===== config.mk =====
export PLATFORM = sky130hd
export DESIGN_NAME = tiny_rv_decode
export DESIGN_NICKNAME = d
export VERILOG_FILES = /design/src/rtl/tiny_rv_decode.sv
export SDC_FILE = /design/constraint.sdc
export NUM_CORES = 2
export LEC_CHECK = 0
export CAP_MARGIN = 20
export CORE_ASPECT_RATIO = 0.6
export CORE_MARGIN = 1.5
export CORE_UTILIZATION = 50
export DETAILED_ROUTE_END_ITERATION = 10
export PLACE_DENSITY = 0.76
export REMOVE_ABC_BUFFERS = 1
export SLEW_MARGIN = 20
export SYNTH_ARGS = -nofsm -noshare
export SYNTH_HDL_FRONTEND = slang
export SYNTH_SLANG_ARGS = --single-unit

===== constraint.sdc =====
create_clock -name i_clk -period 2.7 [get_ports i_clk]
set_input_delay 0.27 -clock i_clk [delete_from_list [all_inputs] [get_ports i_clk]]
set_output_delay 0.27 -clock i_clk [all_outputs]
set_load 0.05 [all_outputs]

===== src/rtl/tiny_rv_decode.sv =====
// tiny_rv_decode -- RV32I decode stage sitting directly behind instruction fetch.
//
// Decodes the fetched instruction, reads the 31-entry register file (with a
// write-back bypass), and registers the decoded bundle for execute with one
// cycle of latency. A load immediately followed by a consumer of its result
// is split by a bubble while fetch is held for one cycle.
//
// Ports:
//   i_clk, i_reset        clock and synchronous active-high reset
//   i_fetched_pc/inst     PC/instruction pair from fetch (inst 0 = bubble)
//   i_pipe_stall          hold every registered output
//   i_pipe_flush          load a bubble
//   i_wb_en/rd/data       register-file write port
//   o_load_use_stall      combinational request for fetch to hold
//   o_valid .. o_illegal  registered decoded instruction for execute
module tiny_rv_decode #(
   parameter int XLEN          = 32,
   parameter bit RF_RESET_ZERO = 1'b1
) (
   input  logic            i_clk,
   input  logic            i_reset,
   input  logic [XLEN-1:0] i_fetched_pc,
   input  logic [XLEN-1:0] i_fetched_inst,
   input  logic            i_pipe_stall,
   input  logic            i_pipe_flush,
   input  logic            i_wb_en,
   input  logic [4:0]      i_wb_rd,
   input  logic [XLEN-1:0] i_wb_data,
   output logic            o_load_use_stall,
   output logic            o_valid,
   output logic [XLEN-1:0] o_pc,
   output logic [XLEN-1:0] o_rs1_data,
   output logic [XLEN-1:0] o_rs2_data,
   output logic [XLEN-1:0] o_imm,
   output logic [4:0]      o_rd,
   output logic [3:0]      o_alu_op,
   output logic            o_is_load,
   output logic            o_is_store,
   output logic            o_is_branch,
   output logic            o_is_jal,
   output logic            o_is_jalr,
   output logic            o_is_lui,
   output logic            o_is_auipc,
   output logic            o_illegal
);

   localparam logic [6:0] OPC_LUI    = 7'b0110111;
   localparam logic [6:0] OPC_AUIPC  = 7'b0010111;
   localparam logic [6:0] OPC_JAL    = 7'b1101111;
   localparam logic [6:0] OPC_JALR   = 7'b1100111;
   localparam logic [6:0] OPC_BRANCH = 7'b1100011;
   localparam logic [6:0] OPC_LOAD   = 7'b0000011;
   localparam logic [6:0] OPC_STORE  = 7'b0100011;
   localparam logic [6:0] OPC_OPIMM  = 7'b0010011;
   localparam logic [6:0] OPC_OP     = 7'b0110011;
   localparam logic [6:0] OPC_FENCE  = 7'b0001111;

   typedef struct packed {
      logic            valid;
      logic [XLEN-1:0] pc;
      logic [XLEN-1:0] rs1_data;
      logic [XLEN-1:0] rs2_data;
      logic [XLEN-1:0] imm;
      logic [4:0]      rd;
      logic [3:0]      alu_op;
      logic            is_load;
      logic            is_store;
      logic            is_branch;
      logic            is_jal;
      logic            is_jalr;
      logic            is_lui;
      logic            is_auipc;
      logic            illegal;
   } dec_t;

   dec_t out_q, out_d, cap_d;

   // ---------------------------------------------------------------- fields
   logic [XLEN-1:0] inst;
   logic [6:0]      opcode;
   logic [2:0]      funct3;
   logic [4:0]      rs1_idx, rs2_idx, rd_idx;
   logic [XLEN-1:0] imm_i, imm_s, imm_b, imm_u, imm_j;

   assign inst    = i_fetched_inst;
   assign opcode  = inst[6:0];
   assign funct3  = inst[14:12];
   assign rs1_idx = inst[19:15];
   assign rs2_idx = inst[24:20];
   assign rd_idx  = inst[11:7];

   assign imm_i = {{20{inst[31]}}, inst[31:20]};
   assign imm_s = {{20{inst[31]}}, inst[31:25], inst[11:7]};
   assign imm_b = {{19{inst[31]}}, inst[31], inst[7], inst[30:25], inst[11:8], 1'b0};
   assign imm_u = {inst[31:12], 12'b0};
   assign imm_j = {{11{inst[31]}}, inst[31], inst[19:12], inst[20], inst[30:21], 1'b0};

   // ---------------------------------------------------------- register file
   // x0 has no storage; reads of index 0 are forced to zero below.
   logic [XLEN-1:0] rf_q [1:31];

   generate
      for (genvar gi = 1; gi < 32; gi++) begin : g_rf
         always_ff @(posedge i_clk) begin
            if (i_reset && RF_RESET_ZERO) begin
               rf_q[gi] <= '0;
            end else if (i_wb_en && (i_wb_rd == 5'(gi))) begin
               rf_q[gi] <= i_wb_data;
            end
         end
      end
   endgenerate

   logic [XLEN-1:0] rs1_rf, rs2_rf;

   // Same-edge write-back is forwarded so the captured operand is never stale.
   always_comb begin
      rs1_rf = '0;
      rs2_rf = '0;
      if (rs1_idx != 5'd0) begin
         rs1_rf = (i_wb_en && i_wb_rd == rs1_idx) ? i_wb_data : rf_q[rs1_idx];
      end
      if (rs2_idx != 5'd0) begin
         rs2_rf = (i_wb_en && i_wb_rd == rs2_idx) ? i_wb_data : rf_q[rs2_idx];
      end
   end

   // ---------------------------------------------------------------- decode
   logic rs1_used, rs2_used;

   always_comb begin
      cap_d    = '0;
      rs1_used = 1'b0;
      rs2_used = 1'b0;
      if (inst != '0) begin
         cap_d.valid = 1'b1;
         cap_d.pc    = i_fetched_pc;
         unique case (opcode)
            OPC_LUI: begin
               cap_d.is_lui = 1'b1;
               cap_d.imm    = imm_u;
               cap_d.rd     = rd_idx;
            end
            OPC_AUIPC: begin
               cap_d.is_auipc = 1'b1;
               cap_d.imm      = imm_u;
               cap_d.rd       = rd_idx;
            end
            OPC_JAL: begin
               cap_d.is_jal = 1'b1;
               cap_d.imm    = imm_j;
               cap_d.rd     = rd_idx;
            end
            OPC_JALR: begin
               cap_d.is_jalr = 1'b1;
               cap_d.imm     = imm_i;
               cap_d.rd      = rd_idx;
               rs1_used      = 1'b1;
            end
            OPC_BRANCH: begin
               cap_d.is_branch = 1'b1;
               cap_d.imm       = imm_b;
               cap_d.alu_op    = {1'b0, funct3};
               rs1_used        = 1'b1;
               rs2_used        = 1'b1;
            end
            OPC_LOAD: begin
               cap_d.is_load = 1'b1;
               cap_d.imm     = imm_i;
               cap_d.rd      = rd_idx;
               rs1_used      = 1'b1;
            end
            OPC_STORE: begin
               cap_d.is_store = 1'b1;
               cap_d.imm      = imm_s;
               rs1_used       = 1'b1;
               rs2_used       = 1'b1;
            end
            OPC_OPIMM: begin
               // Only the shift-right group uses inst[30] as an op selector;
               // elsewhere it is just an immediate bit.
               cap_d.imm    = imm_i;
               cap_d.rd     = rd_idx;
               cap_d.alu_op = {(funct3 == 3'b101) ? inst[30] : 1'b0, funct3};
               rs1_used     = 1'b1;
            end
            OPC_OP: begin
               cap_d.rd     = rd_idx;
               cap_d.alu_op = {inst[30], funct3};
               rs1_used     = 1'b1;
               rs2_used     = 1'b1;
            end
            OPC_FENCE: begin
               // Valid no-op: nothing beyond valid/pc.
            end
            default: begin
               cap_d.illegal = 1'b1;
            end
         endcase
         cap_d.rs1_data = rs1_used ? rs1_rf : '0;
         cap_d.rs2_data = rs2_used ? rs2_rf : '0;
      end
   end

   // ------------------------------------------------------------- load-use
   logic hazard;

   // Once the bubble is in place o_is_load drops, so this lasts one cycle.
   assign hazard = out_q.valid && out_q.is_load && (out_q.rd != 5'd0) &&
                   ((rs1_used && rs1_idx == out_q.rd) ||
                    (rs2_used && rs2_idx == out_q.rd));

   assign o_load_use_stall = hazard && !i_pipe_stall && !i_pipe_flush && !i_reset;

   // ------------------------------------------------------ output register
   always_comb begin
      out_d = out_q;
      if (i_pipe_flush) begin
         out_d = '0;
      end else if (i_pipe_stall) begin
         out_d = out_q;
      end else if (hazard) begin
         out_d = '0;
      end else begin
         out_d = cap_d;
      end
   end

   always_ff @(posedge i_clk) begin
      if (i_reset) begin
         out_q <= '0;
      end else begin
         out_q <= out_d;
      end
   end

   assign o_valid     = out_q.valid;
   assign o_pc        = out_q.pc;
   assign o_rs1_data  = out_q.rs1_data;
   assign o_rs2_data  = out_q.rs2_data;
   assign o_imm       = out_q.imm;
   assign o_rd        = out_q.rd;
   assign o_alu_op    = out_q.alu_op;
   assign o_is_load   = out_q.is_load;
   assign o_is_store  = out_q.is_store;
   assign o_is_branch = out_q.is_branch;
   assign o_is_jal    = out_q.is_jal;
   assign o_is_jalr   = out_q.is_jalr;
   assign o_is_lui    = out_q.is_lui;
   assign o_is_auipc  = out_q.is_auipc;
   assign o_illegal   = out_q.illegal;

endmodule

* After elaboration in Yosys (flattened, before gate mapping) *
Memories as Yosys holds them, arrays and structs flattened.
Cells that the tools add are included.

operators by class
  eq/ne operators = 46
  reductions and logical operators = 56
  bitwise logic cells = 31
  muxes and demuxes = 152

operator list
  cell                                                  count
  2-to-1 mux 32 bit                                     37
  2-to-1 mux 146 bit                                    2
  one-hot mux 32 bit (5 select lines)                   1
  2-to-1 mux 1 bit                                      110
  equality test 5 bit (second input constant)           16
  logical AND 1 bit                                     41
  equality test 5 x 4 -> 1 bit (second input constant)  8
  nonzero test 32 bit                                   1
  OR 1 bit                                              31
  equality test 7 x 6 -> 1 bit (second input constant)  3
  equality test 7 bit (second input constant)           3
  equality test 5 x 3 -> 1 bit (second input constant)  4
  equality test 5 bit                                   4
  nonzero test 5 bit                                    3
  equality test 7 x 5 -> 1 bit (second input constant)  2
  one-hot mux 4 bit (3 select lines)                    1
  equality test 5 x 2 -> 1 bit (second input constant)  2
  OR reduction 10 bit                                   1
  equality test 7 x 2 -> 1 bit (second input constant)  1
  equality test 7 x 4 -> 1 bit (second input constant)  1
  OR reduction 7 bit                                    1
  OR reduction 3 bit                                    2
  OR reduction 6 bit                                    1
  equality test 5 x 1 -> 1 bit (second input constant)  1
  other kinds (5)                                       8

word-level totals
  output and inout bits = 147
  memories = 1
  memory bits (writable) = 992
  word-level logic and storage cells = 301
  flip-flop bits (word level) = 146

memory list
  memory  depth  width  read ports  clocked after Yosys merged registers in  write ports  line  text
  rf_q    31     32     2           0                                        31           100   logic [XLEN-1:0] rf_q [1:31];

* Logic depth before layout (Yosys ltp) *
  depth in word-level cells = 11
  mapped depth = 11
  mapped depth without buffers = 6

* Least setup slack after synthesis *
OpenSTA, ideal clock, no wires.

  kind = register to output
  start point = reg out_q, in the netlist o_rd[4]
  end point = out o_load_use_stall
  stages on the path, launching flop included = 8
  arrival = 3.002 ns
  setup slack = -0.572 ns
  path buffers = 2
  path through = dfxtp_1 xnor2_1 nand3_1 or4_1 a211o_1 buf_4 buf_2 nor3_1

on the way
  word-level cells in the longest chain between the ends = 7
  elaborated cells on any way between the ends = 11
  those cells by class = eq/ne (2); reduce/logical (9)

RTL lines
  element                                        line      text
  start: declaration                             76        dec_t out_q, out_d, cap_d;
  start signal: assignment                       233       out_q <= out_d;
  equality test 5 bit, on equally long branches  210, 211
  logical AND 1 bit, on equally long branches    210, 211
  logical OR 1 bit                               210       ((rs1_used && rs1_idx == out_q.rd) ||
  logical AND 1 bit *                            209       assign hazard = out_q.valid && out_q.is_load && (out_q.rd != 5'd0) &&
  logical AND 1 bit * (3 in series)              213       assign o_load_use_stall = hazard && !i_pipe_stall && !i_pipe_flush && !i_reset;
  end: declaration                               29        output logic o_load_use_stall,

Mark *: on every way between the ends. The rest lies on a longest branch, timed or not.

* Worst setup path after layout *
  start point = reg out_q, in the netlist o_rd[0]
  end point = out o_load_use_stall

Same word-level chain as after synthesis.

==> qor_table.md <==
| Result | This run |
| --- | --- |
| Area added between synthesis and finish | 18.4% |
| Metal3 WL | 38.0 mm |
| DRT Pass-1 Iters | 6 |
| Clock transition time at the flip-flop clock pins of the worst setup and hold paths | 0.07 ns |
| Peak VDD IR | 632 µV |
| Biggest fanout along the worst timing path | 5 |
| Ys async rst share | 0 |
| Total DRC errors in the routed layout | 0 |
| Die area | 122000 µm² |
| Mux share of post-synthesis cell area | 0.188 |
| Parity-gate share of the synthesized area counting xor and xnor cells | 0.00293 |
| Data required time of the worst path | 2.43 ns |
| Adder-cell area share of the yosys netlist | 0 |
| Highest signal layer in the routed design | met4 |
| Share of the cycle needed by the critical path after routing | 1.07 |
| Count of boundary I/O pins | 253 |
| Overflow left after global routing | 0 |
| Number of cell rows | 98 |
| Vertical extent of the die | 271 µm |
| Total negative setup slack | -0.176 ns |
| Relative slew slack | 0.296 |
| Final number of hold-violating endpoints | 0 |
| Final net count | 5009 |
| Final std cell area, no fill | 70800 µm² |
| Detail-routed net length per standard cell | 32.8 µm |
| Max Cap Viol | 0 |
| Global-route usage over all layers | 0.349 |
| Category of the worst setup path launch point | register |
| Unrepaired setup endpoints after global routing | true |
| Area contributors post-synth | edfxtp_1, mux4_2, and2_1 |
| Fraction of the mapped netlist area in compound gates | 0.0769 |
| Number of failing setup endpoints in the final timing report | 1 |
| Final critical-path required period | 2.88 ns |
| Crit path arrival time | 2.61 ns |
| Number of nets with antenna violations after routing | 0 |
| Number of H-tree levels | 3 |
| Total number of vias | 45000 |
| Yosys warnings | 0 |
| Worst hold stages | 4 |
| DR iter-0 viols | 8321 |
| Via count of the first global-routing pass | 42600 |
| Number of synthesized flops with an enable pin | 992 |
| Fill cell count | 9073 |
| Final Max Tran Viols | 0 |
| Metal2 WL | 89.5 mm |
| CTS max path bufs | 3 |
| Mean instance size in the synthesized netlist | 12.9 µm² |
| Largest net degree at the start of global routing | 69 |
| P_leak | 25.4 nW |
| Routed met1 length | 80.5 mm |
| Post-DP HPWL | 138 mm |
| Distinct cells, synth | 60 |
| Standard cell core area | 119000 µm² |
| Beginning of the worst register-to-register path | o_rd[1] |
| Sequential area share after synthesis | 0.546 |
| First-pass GRT wire length | 307 mm |
| Synth Area in Simple Gates | 0.150 |
| Result of the run | complete, but fails checks |
| Proportion of netlist area held by the largest area contributor | 0.498 |
| Clock buffer count from CTS | 104 |
| Total Wirelength | 217 mm |
| Combinational family with the most area after synthesis | multiplexers |
| Worst Tran Pin Value | 1.05 ns |
| Initial core utilization | 0.503 |
| Most frequent cell after synthesis | and2_1 |
| Maximum clock skew at final layout | 0.0254 ns |
| Crit Path Class | reg -> out |
| Later-pin clock latency in the skew report | 0.75 ns |
| CTS tree | built |
| Synthesized instance count | 4645 |
| Main flop type after synthesis | edfxtp_1 |
| Final Core Density | 0.596 |
| Quantity of I/O buffers inserted on ports | 252 |
| Placed Area | 67300 µm² |
| HP Start | i_pipe_stall |
| Routability congestion estimate from global placement | 0.960 |
| Worst hold-check path type | in -> reg |
| Seq cells post-synth | 1138 |
| CTS Hold Buffers Added | 0 |
| Start point of the critical path | o_rd[0] |
| Sinks on the clock net | 1138 |
| Library cell with the largest summed area after synthesis | edfxtp_1 |
| Crit path capture type | primary output |
| Peak Freq | 348 MHz |
| Post-synthesis instance area | 59900 µm² |
| PD cells | 582 nW/µm² |
| Violations in the final reports | setup timing |
| Width of the chip | 450 µm |
| Initial antenna violation count | 12 |
| Fraction of final layout cells sized beyond drive strength 1 | 0.190 |
| Final setup margin | -0.176 ns |
| Top post-synthesis cells by count | and2_1, edfxtp_1, mux2i_1, clkbuf_1, mux4_2 |
| Cells on worst reg2reg path | 7 |
| DR vias/cell | 6.80 |
| Root buffer selected by CTS | clkbuf_16 |
## registers in the layout (all words and copies together) (netlist names)
register	count
o_pc	32
o_valid	1
o_is_jal	1
o_rd	5
o_is_auipc	1
o_is_lui	1
rf_q	992
o_imm	32
o_illegal	1
o_alu_op	4
o_rs1_data	32
o_rs2_data	32
o_is_branch	1
o_is_load	1
o_is_store	1
o_is_jalr	1
## routing by layer
metal | vias up | GRT usage
li1 | 18000 | -
met3 | 584 | 0.137
met5 | - | 0
met2 | 4240 | 0.486
met4 | 0 | 0.121
met1 | 22100 | 0.495
## logic make-up after synthesis
logic type	Yosys count
compound gates	642
xor+xnor	20
buf+inv	495
flops	1138
mux	751
simple gates	1599
## report_power, final
group	switching, mW	internal [mW]
logic	3.11	2.21
clock network	6.95	8.43
registers	0.527	20.0
total	10.6	30.6
## cell type report
class                      instances  area, µm²  area share
sequential                      1138      32700       0.462
multi-input combinational       3012      25600       0.362
timing repair buffer             642       7000      0.0988
clock buffer                     147       2920      0.0412
tap                             1600       2000      0.0283
clock inverter                    50        528     0.00745
antenna                           13       32.5    0.000459
inverter                           5       18.8    0.000265
## cell usage in the layout (no fill, tap or decap), types with 108 or more instances in the layout
master           Yosys  final
and2_1            1000    998
edfxtp_1           992    992
mux2i_1            450    450
mux4_2             300    300
buf_4               24    268
clkdlybuf4s50_1      0    240
nand2_1            202    202
dfxtp_1            146    141
nor2_1             174    138
a211oi_1           136    136
buf_12               0    123
a21oi_1            116    116
clkbuf_16            0    108
## what timing repair did
item,4_1_cts,5_1_grt
pin swaps,1,2
resized for setup,6,11
buffers inserted,1,0
endpoints found under the setup margin,1,1
## critical path, cell delays in order (launching register included)
cell and delay [ns]:
dfxtp_4 0.37, xor2_1 0.16, or4_4 0.54, a211o_4 0.40
nor3_4 0.15, buf_6 0.12, buf_12 0.12
## stage by stage
step                      total power, mW  worst slack (ns)  hold slack [ns]  std cells
after detailed placement             25.9            -0.177            0.440       6395
final                                41.2            -0.176           0.0442       6607
after floorplan                      23.0             -1.36            0.406       4155
after CTS                            41.0            -0.213         0.000468       6593
after global placement               25.8            -0.137            0.434       6395
after global routing                 42.1            -0.242           0.0389       6595
## worst paths after layout
kind,end,slack (ns)
worst max register to register,o_rs2_data[11],0.28
worst min register to register,o_imm[14],0.45
worst max-delay path,o_load_use_stall,-0.18
worst min-delay path,o_rd[3],0.04
Power figures use the tool's default switching activity.
